### config.mk
export PLATFORM = sky130hd
export DESIGN_NAME = pc_fetch_stage
export DESIGN_NICKNAME = d
export VERILOG_FILES = /design/src/rtl/cpu_pkg.sv /design/src/rtl/CLA_16bit.sv /design/src/rtl/if_id_reg.sv /design/src/rtl/pc_fetch_stage.sv
export SDC_FILE = /design/constraint.sdc
export NUM_CORES = 1
export LEC_CHECK = 0
export CAP_MARGIN = 15
export CORE_UTILIZATION = 35
export DETAILED_ROUTE_END_ITERATION = 7
export HOLD_SLACK_MARGIN = 0.03
export SYNTH_ARGS = -nofsm -noshare
export SYNTH_HDL_FRONTEND = slang
export SYNTH_SLANG_ARGS = --single-unit
### constraint.sdc
create_clock -name clk -period 3.3 [get_ports clk]
set_clock_uncertainty 0.15 [all_clocks]
set_input_delay 0.66 -clock clk [delete_from_list [all_inputs] [get_ports clk]]
set_output_delay 0.66 -clock clk [all_outputs]
set_load 0.01 [all_outputs]
### src/rtl/cpu_pkg.sv
// cpu_pkg: shared definitions for the 16-bit pipelined CPU.
//   PC_W          - program counter / address width
//   OPC_HLT       - opcode (instr[15:12]) of the halt instruction
//   NOP_INSTR     - encoding loaded into pipeline registers on a bubble
//   fetch_state_t - fetch-stage sequencing states
//   is_hlt()      - decodes a HLT from a raw instruction word
package cpu_pkg;

  localparam int unsigned PC_W = 16;

  localparam logic [3:0]  OPC_HLT   = 4'hF;
  localparam logic [15:0] NOP_INSTR = 16'h0000;

  typedef enum logic [1:0] {
    RUN    = 2'd0,
    DRAIN  = 2'd1,
    HALTED = 2'd2
  } fetch_state_t;

  function automatic logic is_hlt(input logic [15:0] instr);
    return instr[15:12] == OPC_HLT;
  endfunction

endpackage

### src/rtl/CLA_16bit.sv
// CLA_16bit: 16-bit carry-lookahead adder built from four 4-bit groups.
// Bit carries inside a group are fully expanded; group carries come from a
// second-level lookahead over group generate/propagate terms.
//   A, B   - operands
//   C_in   - carry in
//   Sum    - A + B + C_in (mod 2^16)
//   C_out  - carry out of bit 15
module CLA_16bit (
  input  logic [15:0] A,
  input  logic [15:0] B,
  input  logic        C_in,
  output logic [15:0] Sum,
  output logic        C_out
);

  logic [15:0] g;
  logic [15:0] p;
  logic [15:0] c;      // carry into each bit
  logic [3:0]  gg;     // group generate
  logic [3:0]  gp;     // group propagate
  logic [4:0]  gc;     // carry into each group, gc[4] = carry out

  assign g = A & B;
  assign p = A ^ B;

  genvar gi;
  generate
    for (gi = 0; gi < 4; gi++) begin : g_grp
      localparam int b = gi * 4;
      assign c[b]     = gc[gi];
      assign c[b + 1] = g[b] | (p[b] & gc[gi]);
      assign c[b + 2] = g[b + 1] | (p[b + 1] & g[b]) | (p[b + 1] & p[b] & gc[gi]);
      assign c[b + 3] = g[b + 2] | (p[b + 2] & g[b + 1]) | (p[b + 2] & p[b + 1] & g[b])
                      | (p[b + 2] & p[b + 1] & p[b] & gc[gi]);
      assign gp[gi] = &p[b +: 4];
      assign gg[gi] = g[b + 3] | (p[b + 3] & g[b + 2]) | (p[b + 3] & p[b + 2] & g[b + 1])
                    | (p[b + 3] & p[b + 2] & p[b + 1] & g[b]);
    end
  endgenerate

  assign gc[0] = C_in;
  assign gc[1] = gg[0] | (gp[0] & gc[0]);
  assign gc[2] = gg[1] | (gp[1] & gg[0]) | (gp[1] & gp[0] & gc[0]);
  assign gc[3] = gg[2] | (gp[2] & gg[1]) | (gp[2] & gp[1] & gg[0])
               | (gp[2] & gp[1] & gp[0] & gc[0]);
  assign gc[4] = gg[3] | (gp[3] & gg[2]) | (gp[3] & gp[2] & gg[1])
               | (gp[3] & gp[2] & gp[1] & gg[0]) | (gp[3] & gp[2] & gp[1] & gp[0] & gc[0]);

  assign Sum   = p ^ c;
  assign C_out = gc[4];

endmodule

### src/rtl/if_id_reg.sv
// if_id_reg: IF/ID pipeline register with hold and bubble-load controls.
//   clk, rst_n   - clock, synchronous active-low reset (loads a bubble)
//   hold_i       - keep current contents
//   flush_i      - load a bubble (NOP_INSTR, pc_plus2 0, valid 0); beats hold_i
//   instr_i      - instruction to latch
//   pc_plus2_i   - PC+2 of that instruction
//   instr_o, pc_plus2_o, valid_o - registered contents
module if_id_reg
  import cpu_pkg::*;
(
  input  logic            clk,
  input  logic            rst_n,
  input  logic            hold_i,
  input  logic            flush_i,
  input  logic [15:0]     instr_i,
  input  logic [PC_W-1:0] pc_plus2_i,
  output logic [15:0]     instr_o,
  output logic [PC_W-1:0] pc_plus2_o,
  output logic            valid_o
);

  logic [15:0]     instr_q;
  logic [PC_W-1:0] pc_plus2_q;
  logic            valid_q;

  always_ff @(posedge clk) begin
    if (!rst_n || flush_i) begin
      instr_q    <= NOP_INSTR;
      pc_plus2_q <= '0;
      valid_q    <= 1'b0;
    end else if (!hold_i) begin
      instr_q    <= instr_i;
      pc_plus2_q <= pc_plus2_i;
      valid_q    <= 1'b1;
    end
  end

  assign instr_o    = instr_q;
  assign pc_plus2_o = pc_plus2_q;
  assign valid_o    = valid_q;

endmodule

### src/rtl/pc_fetch_stage.sv
// pc_fetch_stage: instruction fetch for the 16-bit pipelined CPU.
// Owns the PC, loads IF/ID, applies ID-stage branch redirects and hazard
// stalls, and freezes fetch once a fetched HLT has drained down the pipe.
//   clk, rst_n      - clock, synchronous active-low reset
//   stall           - hold PC and IF/ID
//   redirect_valid  - taken branch in ID; flushes IF
//   redirect_pc     - branch target (bit 0 forced to 0)
//   imem_addr       - instruction-memory address (PC register)
//   imem_data       - instruction at imem_addr (same-cycle read)
//   if_id_instr, if_id_pc_plus2, if_id_valid - IF/ID contents
//   halted          - sticky until reset
module pc_fetch_stage
  import cpu_pkg::*;
#(
  parameter logic [15:0] RESET_PC     = 16'h0000,
  parameter int unsigned DRAIN_CYCLES = 4
) (
  input  logic            clk,
  input  logic            rst_n,
  input  logic            stall,
  input  logic            redirect_valid,
  input  logic [PC_W-1:0] redirect_pc,
  output logic [PC_W-1:0] imem_addr,
  input  logic [15:0]     imem_data,
  output logic [15:0]     if_id_instr,
  output logic [PC_W-1:0] if_id_pc_plus2,
  output logic            if_id_valid,
  output logic            halted
);

  localparam int unsigned CNT_W = (DRAIN_CYCLES < 1) ? 1 : $clog2(DRAIN_CYCLES + 1);

  fetch_state_t    state_q;
  logic [PC_W-1:0] pc_q, pc_d;
  logic [CNT_W-1:0] cnt_q;
  logic            halted_q;

  logic [PC_W-1:0] pc_plus2;
  logic            ifid_hold, ifid_flush;
  logic            fetch_hlt;
  logic            cla_cout_unused;
  logic            redirect_lsb_unused;

  assign redirect_lsb_unused = redirect_pc[0];

  CLA_16bit u_pc_add (
    .A     (pc_q),
    .B     (16'h0002),
    .C_in  (1'b0),
    .Sum   (pc_plus2),
    .C_out (cla_cout_unused)
  );

  // A HLT only takes effect when it is actually fetched: not under
  // stall and not when a redirect is squashing the IF slot.
  assign fetch_hlt = (state_q == RUN) && !redirect_valid && !stall && is_hlt(imem_data);

  always_comb begin
    pc_d       = pc_q;
    ifid_hold  = 1'b0;
    ifid_flush = 1'b0;
    unique case (state_q)
      RUN: begin
        if (redirect_valid) begin
          pc_d       = {redirect_pc[PC_W-1:1], 1'b0};
          ifid_flush = 1'b1;
        end else if (stall) begin
          ifid_hold = 1'b1;
        end else if (!is_hlt(imem_data)) begin
          pc_d = pc_plus2;
        end
      end
      DRAIN: begin
        ifid_hold  = stall;
        ifid_flush = !stall;
      end
      default: ifid_flush = 1'b1;
    endcase
  end

  always_ff @(posedge clk) begin
    if (!rst_n) begin
      state_q  <= RUN;
      pc_q     <= RESET_PC;
      cnt_q    <= '0;
      halted_q <= 1'b0;
    end else begin
      pc_q <= pc_d;
      unique case (state_q)
        RUN: begin
          if (fetch_hlt) begin
            state_q <= DRAIN;
            cnt_q   <= CNT_W'(DRAIN_CYCLES);
          end
        end
        DRAIN: begin
          if (!stall) begin
            // Last drain cycle: move straight to HALTED rather than
            // spending an extra edge at count zero.
            if (cnt_q <= CNT_W'(1)) begin
              state_q  <= HALTED;
              cnt_q    <= '0;
              halted_q <= 1'b1;
            end else begin
              cnt_q <= cnt_q - CNT_W'(1);
            end
          end
        end
        default: halted_q <= 1'b1;
      endcase
    end
  end

  if_id_reg u_if_id (
    .clk        (clk),
    .rst_n      (rst_n),
    .hold_i     (ifid_hold),
    .flush_i    (ifid_flush),
    .instr_i    (imem_data),
    .pc_plus2_i (pc_plus2),
    .instr_o    (if_id_instr),
    .pc_plus2_o (if_id_pc_plus2),
    .valid_o    (if_id_valid)
  );

  assign imem_addr = pc_q;
  assign halted    = halted_q;

endmodule

; Yosys cells after proc, flatten, opt, wreduce, memory -nomap -nowiden
; Cells that the tools add are included.
[op_classes]
reduce_logical = 15
bitwise = 27
addsub = 1
n_lt_le_gt_ge = 1
n_eq_ne = 7
n_mux = 19
[op_table]
columns = cell, count
row1 = 2-to-1 mux 16 bit, 3
row2 = AND 1 bit, 24
row3 = bitwise XOR 16 bit, 1
row4 = AND reduction 4 bit, 3
row5 = 2-to-1 mux 3 bit, 3
row6 = AND reduction 3 bit, 3
row7 = inequality test 2 bit (second input constant), 4
row8 = 2-to-1 mux 2 bit, 3
row9 = one-hot mux 1 bit (2 select lines), 3
row10 = one-hot mux 3 bit (2 select lines), 1
row11 = 2-to-1 mux 1 bit, 5
row12 = equality test 4 bit (second input constant), 1
row13 = one-hot mux 2 bit (2 select lines), 1
row14 = <= comparator 3 x 1 -> 1 bit (second input constant), 1
row15 = logical AND 1 bit, 3
row16 = zero test 1 bit, 3
row17 = subtractor 3 x 1 -> 3 bit (second input constant), 1
row18 = equality test 2 x 1 -> 1 bit (second input constant), 1
row19 = zero test 2 bit, 1
row20 = inequality test 2 x 1 -> 1 bit (second input constant), 1
row21 = inverter 1 bit, 2
row22 = nonzero test 2 bit, 1
row23 = logical OR 1 bit, 1
[totals]
wordCells = 77
regBits = 55
out_inout_bits = 50
input_bits = 36

; Depth between registers and ports, before layout
; Gate-level depths: netlist of the first run.
[depth]
ltp_word = 8
ltp_mapped = 7
ltp_nobuf = 6

; Modules after synthesis
; Synthesis of the first run repeated with hierarchy kept, for this count alone.
[hier_totals]
hier_cells = 305
hier_area_um2 = 3046.7
[by_module_without_submodules]
columns = mod, instances, seq_area_each_um2, cells_per_inst, area_each_um2
row1 = if_id_reg, 1, 660.6, 108, 1224.9
row2 = pc_fetch_stage, 1, 440.4, 105, 1097.3
row3 = CLA_16bit, 1, 0.0, 92, 724.4

; Least setup slack after synthesis of the first run
; No wires, ideal clock.
[synth_timing]
kind = input port to flip-flop
start = input port redirect_valid
end = register pc_q[12] (netlist: imem_addr[12])
n_path_buf = 2
path_slack_ns = 1.295
t_arrival_ns = 1.739
required_ns = 3.034
path_stages = 6
setup_ns = 0.116
path_cell_list = buf_6 > and4b_4 > a211oi_2 > buf_4 > o21ai_0 > a31o_2
[synth_between]
elab_chain_len = 2
elab_cells_between_ends = 4
cone_classes = eq/ne (2) / mux (1) / reduce/logical (1)
[synth_lines]
columns = element, line_no
row1 = from (decl), pc_fetch_stage.sv:21  ; input logic redirect_valid,
row2 = inequality test 2 bit (no line) or inequality test 2 x 1 -> 1 bit (tied branches), -
row3 = AND reduction 3 bit (no line), -
row4 = to (signal assigned), pc_fetch_stage.sv:88  ; pc_q <= pc_d;
row5 = to (decl), pc_fetch_stage.sv:34  ; logic [PC_W-1:0] pc_q, pc_d;
; Several ways; a longest one is shown, not always the timed one.
; A chain may end at the register's enable or synchronous reset.

; Final worst setup path of the first run
[layout_timing]
start = input port redirect_valid
end = register pc_q[7] (netlist: imem_addr[7])
; Same word-level chain as after synthesis.

==> results.toml, run 1 <==
[run]
max_cap_viol_count = 0

[setup_path]
cpPeakStageDelay_ns = 0.53
crit_path_end_kind = "register"
critical_path_required_ns = 3.39
crit_buf_inv = 3
crit_arrival_ns = 2.57
crit_chain = "clkdlybuf4s50_1 > buf_4 > nor2b_1 > a211oi_2 > buf_4 > nand2_1 > o21ai_0"
cp_max_fo = 13
cp-start-kind = "primary input"
path_class = "in -> reg"
cpMaxStageDelayCell = "a211oi_2"
crit_top_cell = "buf_4"
crit_family = "buffers and inverters"

[power]
seqPwrFrac_pct = 52.4
internal_power_w = 0.0009739
sw_frac_of_total_pct = 27.58
p_sw_w = 0.0003708
power_frac_comb_pct = 19.2
clockPowerShare_pct = 28.5
power.density_nw_per_um2 = 369.1
power_w = 0.001345
p_leak_nw = 1.361
ir_worst_vdd_mv = 0.1954

[drt]
viasPerCell = 5.066
wire_per_inst_um = 14.44
drtIter0Drc = 109
drtAntennaViolNets = 0
routed-via-count = 2462
drc = 0
first_pass_iters = 4
wirelength_mm = 7.017

[global_routing]
gr-usage-all-layers_pct = 18.07
first_global_vias = 2234
gr-total-overflow = 0
antenna_found_initial = 0
grt_pass1_wl_mm = 11.05
grt_max_degree = 33

[place]
gp_congestion = 0.8175
placed_cells_incl_taps = 479
io_buffers = 82
dpl.hpwl_mm = 4.963

[yosys]
netlist_area_um2 = 2663
ys_types = 59
syn_area_per_cell_um2 = 8.561
synthArstFlopShare_pct = 0
netlist_instances = 311
ys_ff_latch = 53
synth_edf_count = 0
synthTopCellsByArea = "dfxtp_1, nand2_1, a21oi_1"
synth_top_area_share_pct = 39.85
synth-seq-area-share_pct = 39.85
synth.largest_area_cell = "dfxtp_1"
synthFlopType = "dfxtp_1"
synth_warnings = 0

[floorplanning]
die-width_um = 89.22
ios = 86
row_count = 31
fp.dieArea_um2 = 7960
die_h_um = 89.22
coreArea_um2 = 7292
start_util_pct = 36.51

[clock_network]
clockBufferDepth = 2
post_cts_buffers = 0
clk_pin_slew_ns = 0.10
htree_levels = 2
cts.repair.resized = 0
cts_sinks = 53
ctsHoldBuffers = 0
cts_buffers = 5
insertion_delay_ns = 0.31
cts_tree = "yes"
clock-root-buffer = "clkbuf_8"

[timing]
tns_ns = 0
hold_viol_final = 0
fin_crit_sh_pct = 75.17
max_slew_margin_pct = 52.81
worst_slew_pin_slew_ns = 0.7079
fin_crit_ns = 2.481
slew_violations = 0
fmax_ghz = 0.4031
finalSetupViolations = 0
rsz0062_at_grt = "false"

[finish]
drive_gt1_share_pct = 10.08
final_cell_mix = "clkdlybuf4s50_1, nand2_1, dfxtp_1"
layout.cells.non_filler = 486
final_net_count = 428
area_growth_pct = 36.84
layout_commonest_cell = "clkdlybuf4s50_1"
n_antenna_cell = 0

[outcome]
outcome = "finished clean"

[worst_hold_path]
min_path_type = "reg -> reg"
-- routing by layer --
layer	share of wire (%)	track usage, %	vias to the layer above
met5	0	0	-
met2	49	29.91	52
li1	-	-	1246
met3	3.7	3.047	8
met1	46	24.00	1156
met4	1.5	5.772	0
-- power groups by stage --
stage | Sequential [W] | Clock [W] | Combinational, W
CTS | 0.000704 | 0.000400 | 0.000259
global route | 0.000710 | 0.000426 | 0.000281
global placement | 0.000719 | 0 | 0.000256
finish | 0.000704 | 0.000383 | 0.000258
floorplan | 0.000727 | 0 | 0.000119
detailed placement | 0.000719 | 0 | 0.000258
-- tightest hold or removal path: stages (launching register included) --
cell	delay [ns]
dfxtp_1	0.32
nand2_1	0.05
a21oi_1	0.05
-- synth_stat cells (all sizes together), types with 2 or more instances --
| cell type | number |
|---|---|
| nand2 | 55 |
| dfxtp | 53 |
| nor2 | 31 |
| a21oi | 29 |
| a211oi | 17 |
| buf | 11 |
| clkbuf | 11 |
| o21ai | 11 |
| xnor2 | 10 |
| inv | 8 |
| nor4 | 6 |
| ha | 5 |
| o21a | 4 |
| a22o | 3 |
| and3 | 3 |
| mux2i | 3 |
| nand3 | 3 |
| nand4 | 3 |
| o31a | 3 |
| or3 | 3 |
| a22oi | 2 |
| a31o | 2 |
| a31oi | 2 |
| a41o | 2 |
| nor2b | 2 |
| nor3 | 2 |
| nor3b | 2 |
| o41ai | 2 |
| or2 | 2 |
| or4 | 2 |
-- sequential cells by signal, indices dropped and copies added, names as in the netlist --
signal,count
state_q,2
u_if_id.pc_plus2_o,15
cnt_q,3
u_if_id.valid_o,1
halted,1
u_if_id.instr_o,16
imem_addr,15
-- through the flow --
step | worst slack, ns | hold slack (ns) | instance area [um^2] | util [%]
CTS | 0.8411 | 0.3078 | 3643 | 49.97
global route | 0.6315 | 0.3208 | 3643 | 49.97
detailed placement | 0.5096 | 0.2929 | 3553 | 48.73
global placement | 0.5400 | 0.2888 | 3553 | 48.73
finish | 0.8194 | 0.3047 | 3643 | 49.97
floorplan | 1.295 | 0.3123 | 2666 | -
-- final cells by class --
type                    instances  area, um^2
clock buffers                   6       82.58
clock inverters                 1       7.507
fillers                       734        3649
inverters                       9       33.78
multi-input cells             228        1441
flip-flops and latches         53        1061
well taps                      99       123.9
repair buffers                 90       893.4
-- kinds of logic after synthesis --
group,share of synthesized area [%]
adder cells (fa/ha/maj),2.350
other,0.1408
flip-flops,39.85
XOR/XNOR,3.618
AO/OA/AOI/OAI,23.03
multiplexers,1.128
buffers and inverters,6.156
AND/OR/NAND/NOR,23.73
-- final timing paths --
kind                              startpoint                               to  slack, ns  depth (start not counted)
max                           redirect_valid        imem_addr[7]$_SDFFE_PN0P_       0.82                          7
min          u_if_id.instr_o[0]$_SDFFE_PP0N_  u_if_id.instr_o[0]$_SDFFE_PP0N_       0.30                          2
max reg2reg          state_q[0]$_SDFFE_PN0P_        imem_addr[7]$_SDFFE_PN0P_       1.28                          5
min reg2reg  u_if_id.instr_o[0]$_SDFFE_PP0N_  u_if_id.instr_o[0]$_SDFFE_PP0N_       0.30                          2
Power figures use the tool's default switching activity.
==> run 2: changes to the inputs <==
==> constraint.sdc (replaced) <==
create_clock -name clk -period 2.5 [get_ports clk]
set_clock_uncertainty 0.15 [all_clocks]
set_input_delay 0.5 -clock clk [delete_from_list [all_inputs] [get_ports clk]]
set_output_delay 0.5 -clock clk [all_outputs]
set_load 0.01 [all_outputs]
==> results.toml, run 2 (synthesized netlist as in run 1, its figures left out) <==
[outcome]
outcome = "finished clean"

[clock_network]
cts_buffers = 5
cts.repair.resized = 0
post_cts_buffers = 0
cts_sinks = 53
clockBufferDepth = 2
ctsHoldBuffers = 0
htree_levels = 2
clock-root-buffer = "clkbuf_8"
clk_pin_slew_ns = 0.09
insertion_delay_ns = 0.30
cts_tree = "yes"

[power]
p_leak_nw = 1.383
power_w = 0.001772
power_frac_comb_pct = 19.6
sw_frac_of_total_pct = 26.97
internal_power_w = 0.001294
clockPowerShare_pct = 28.0
power.density_nw_per_um2 = 480.4
seqPwrFrac_pct = 52.4
ir_worst_vdd_mv = 0.2238
p_sw_w = 0.0004779

[drt]
drtIter0Drc = 69
wire_per_inst_um = 13.92
drtAntennaViolNets = 0
first_pass_iters = 4
drc = 0
viasPerCell = 4.988
routed-via-count = 2429
wirelength_mm = 6.777

[finish]
largest_reg_flops = 16
final_net_count = 429
n_antenna_cell = 0
area_growth_pct = 38.53
layout_commonest_cell = "clkdlybuf4s50_1"
multiInputGateArea_um2 = 1441
seq_area_um2 = 1061
final_cell_mix = "clkdlybuf4s50_1, nand2_1, dfxtp_1"
n_fill_cell = 751
drive_gt1_share_pct = 10.31

[worst_hold_path]
min_path_type = "reg -> reg"

[setup_path]
cp_max_fo = 6
crit_arrival_ns = 1.43
critical_path_required_ns = 1.85
crit_buf_inv = 1
crit_path_end_kind = "output port"
crit_chain = "clkdlybuf4s50_1"
cpPeakStageDelay_ns = 0.62
crit_family = "buffers and inverters"
cpMaxStageDelayCell = "clkdlybuf4s50_1"
cp-start-kind = "register"
path_class = "reg -> out"

[timing]
tns_ns = 0
fin_crit_ns = 2.075
fmax_ghz = 0.4819
finalSetupViolations = 0
fin_crit_sh_pct = 83.01
max_slew_margin_pct = 53.12
hold_viol_final = 0
rsz0062_at_grt = "false"
slew_violations = 0
worst_slew_pin_slew_ns = 0.7032

[global_routing]
gr-usage-all-layers_pct = 17.75
gr-total-overflow = 0
grt_max_degree = 33
antenna_found_initial = 0
grt_pass1_wl_mm = 10.82
first_global_vias = 2205

[place]
gp_congestion = 0.7805
dpl.hpwl_mm = 4.896
io_buffers = 82

[floorplanning]
die-width_um = 89.22
coreArea_um2 = 7292
ios = 86
row_count = 31
fp.dieArea_um2 = 7960
die_h_um = 89.22
start_util_pct = 36.51

[run]
max_cap_viol_count = 0
==> run 2: power groups by stage <==
stage          clock [W]  sequential (W)  combinational, W
2_1_floorplan          0        0.000959          0.000157
3_3_place_gp           0        0.000948          0.000348
3_5_place_dp           0        0.000949          0.000350
4_1_cts         0.000512        0.000930          0.000352
5_1_grt         0.000554        0.000937          0.000381
6_report        0.000496        0.000929          0.000347
==> run 2: final timing paths <==
check / to / slack, ns / from / depth (start not counted)
max: imem_addr[3] / 0.42 / imem_addr[3]$_SDFFE_PN0P_ / 1
min: u_if_id.instr_o[0]$_SDFFE_PP0N_ / 0.31 / u_if_id.instr_o[0]$_SDFFE_PP0N_ / 2
max reg2reg: imem_addr[14]$_SDFFE_PN0P_ / 0.65 / imem_addr[1]$_SDFFE_PN0P_ / 4
min reg2reg: u_if_id.instr_o[0]$_SDFFE_PP0N_ / 0.31 / u_if_id.instr_o[0]$_SDFFE_PP0N_ / 2
==> run 2: per-layer routing <==
metal | share of wire, % | GRT usage [%] | vias up
li1 | - | - | 1249
met1 | 47 | 23.19 | 1130
met2 | 49 | 30.40 | 45
met3 | 3.0 | 2.955 | 5
met4 | 1.0 | 4.618 | 0
met5 | 0 | 0 | -
==> run 2: tightest hold or removal path: stages (launching register included) <==
cell     delay [ns]
dfxtp_1        0.32
nand2_1        0.05
a21oi_1        0.05
==> run 2: area by class of cell <==
type	instances	share of cell area (%)
Clock inverter	1	0.2035
Timing Repair Buffer	91	25.44
Sequential cell	53	28.77
Clock buffer	6	2.239
Tap cell	99	3.358
Inverter	9	0.9159
Multi-Input combinational cell	228	39.08
==> run 2: through the flow <==
stage          hold WS, ns  util, %  worst slack [ns]  cells  area [um^2]
2_1_floorplan       0.3123        -            0.6549    312         2666
3_3_place_gp        0.2887    49.35            0.1027    480         3598
3_5_place_dp        0.2937    49.35           0.06206    480         3598
4_1_cts             0.3092    50.58            0.3750    487         3689
5_1_grt             0.3228    50.58            0.1927    487         3689
6_report            0.3051    50.58            0.4248    487         3689
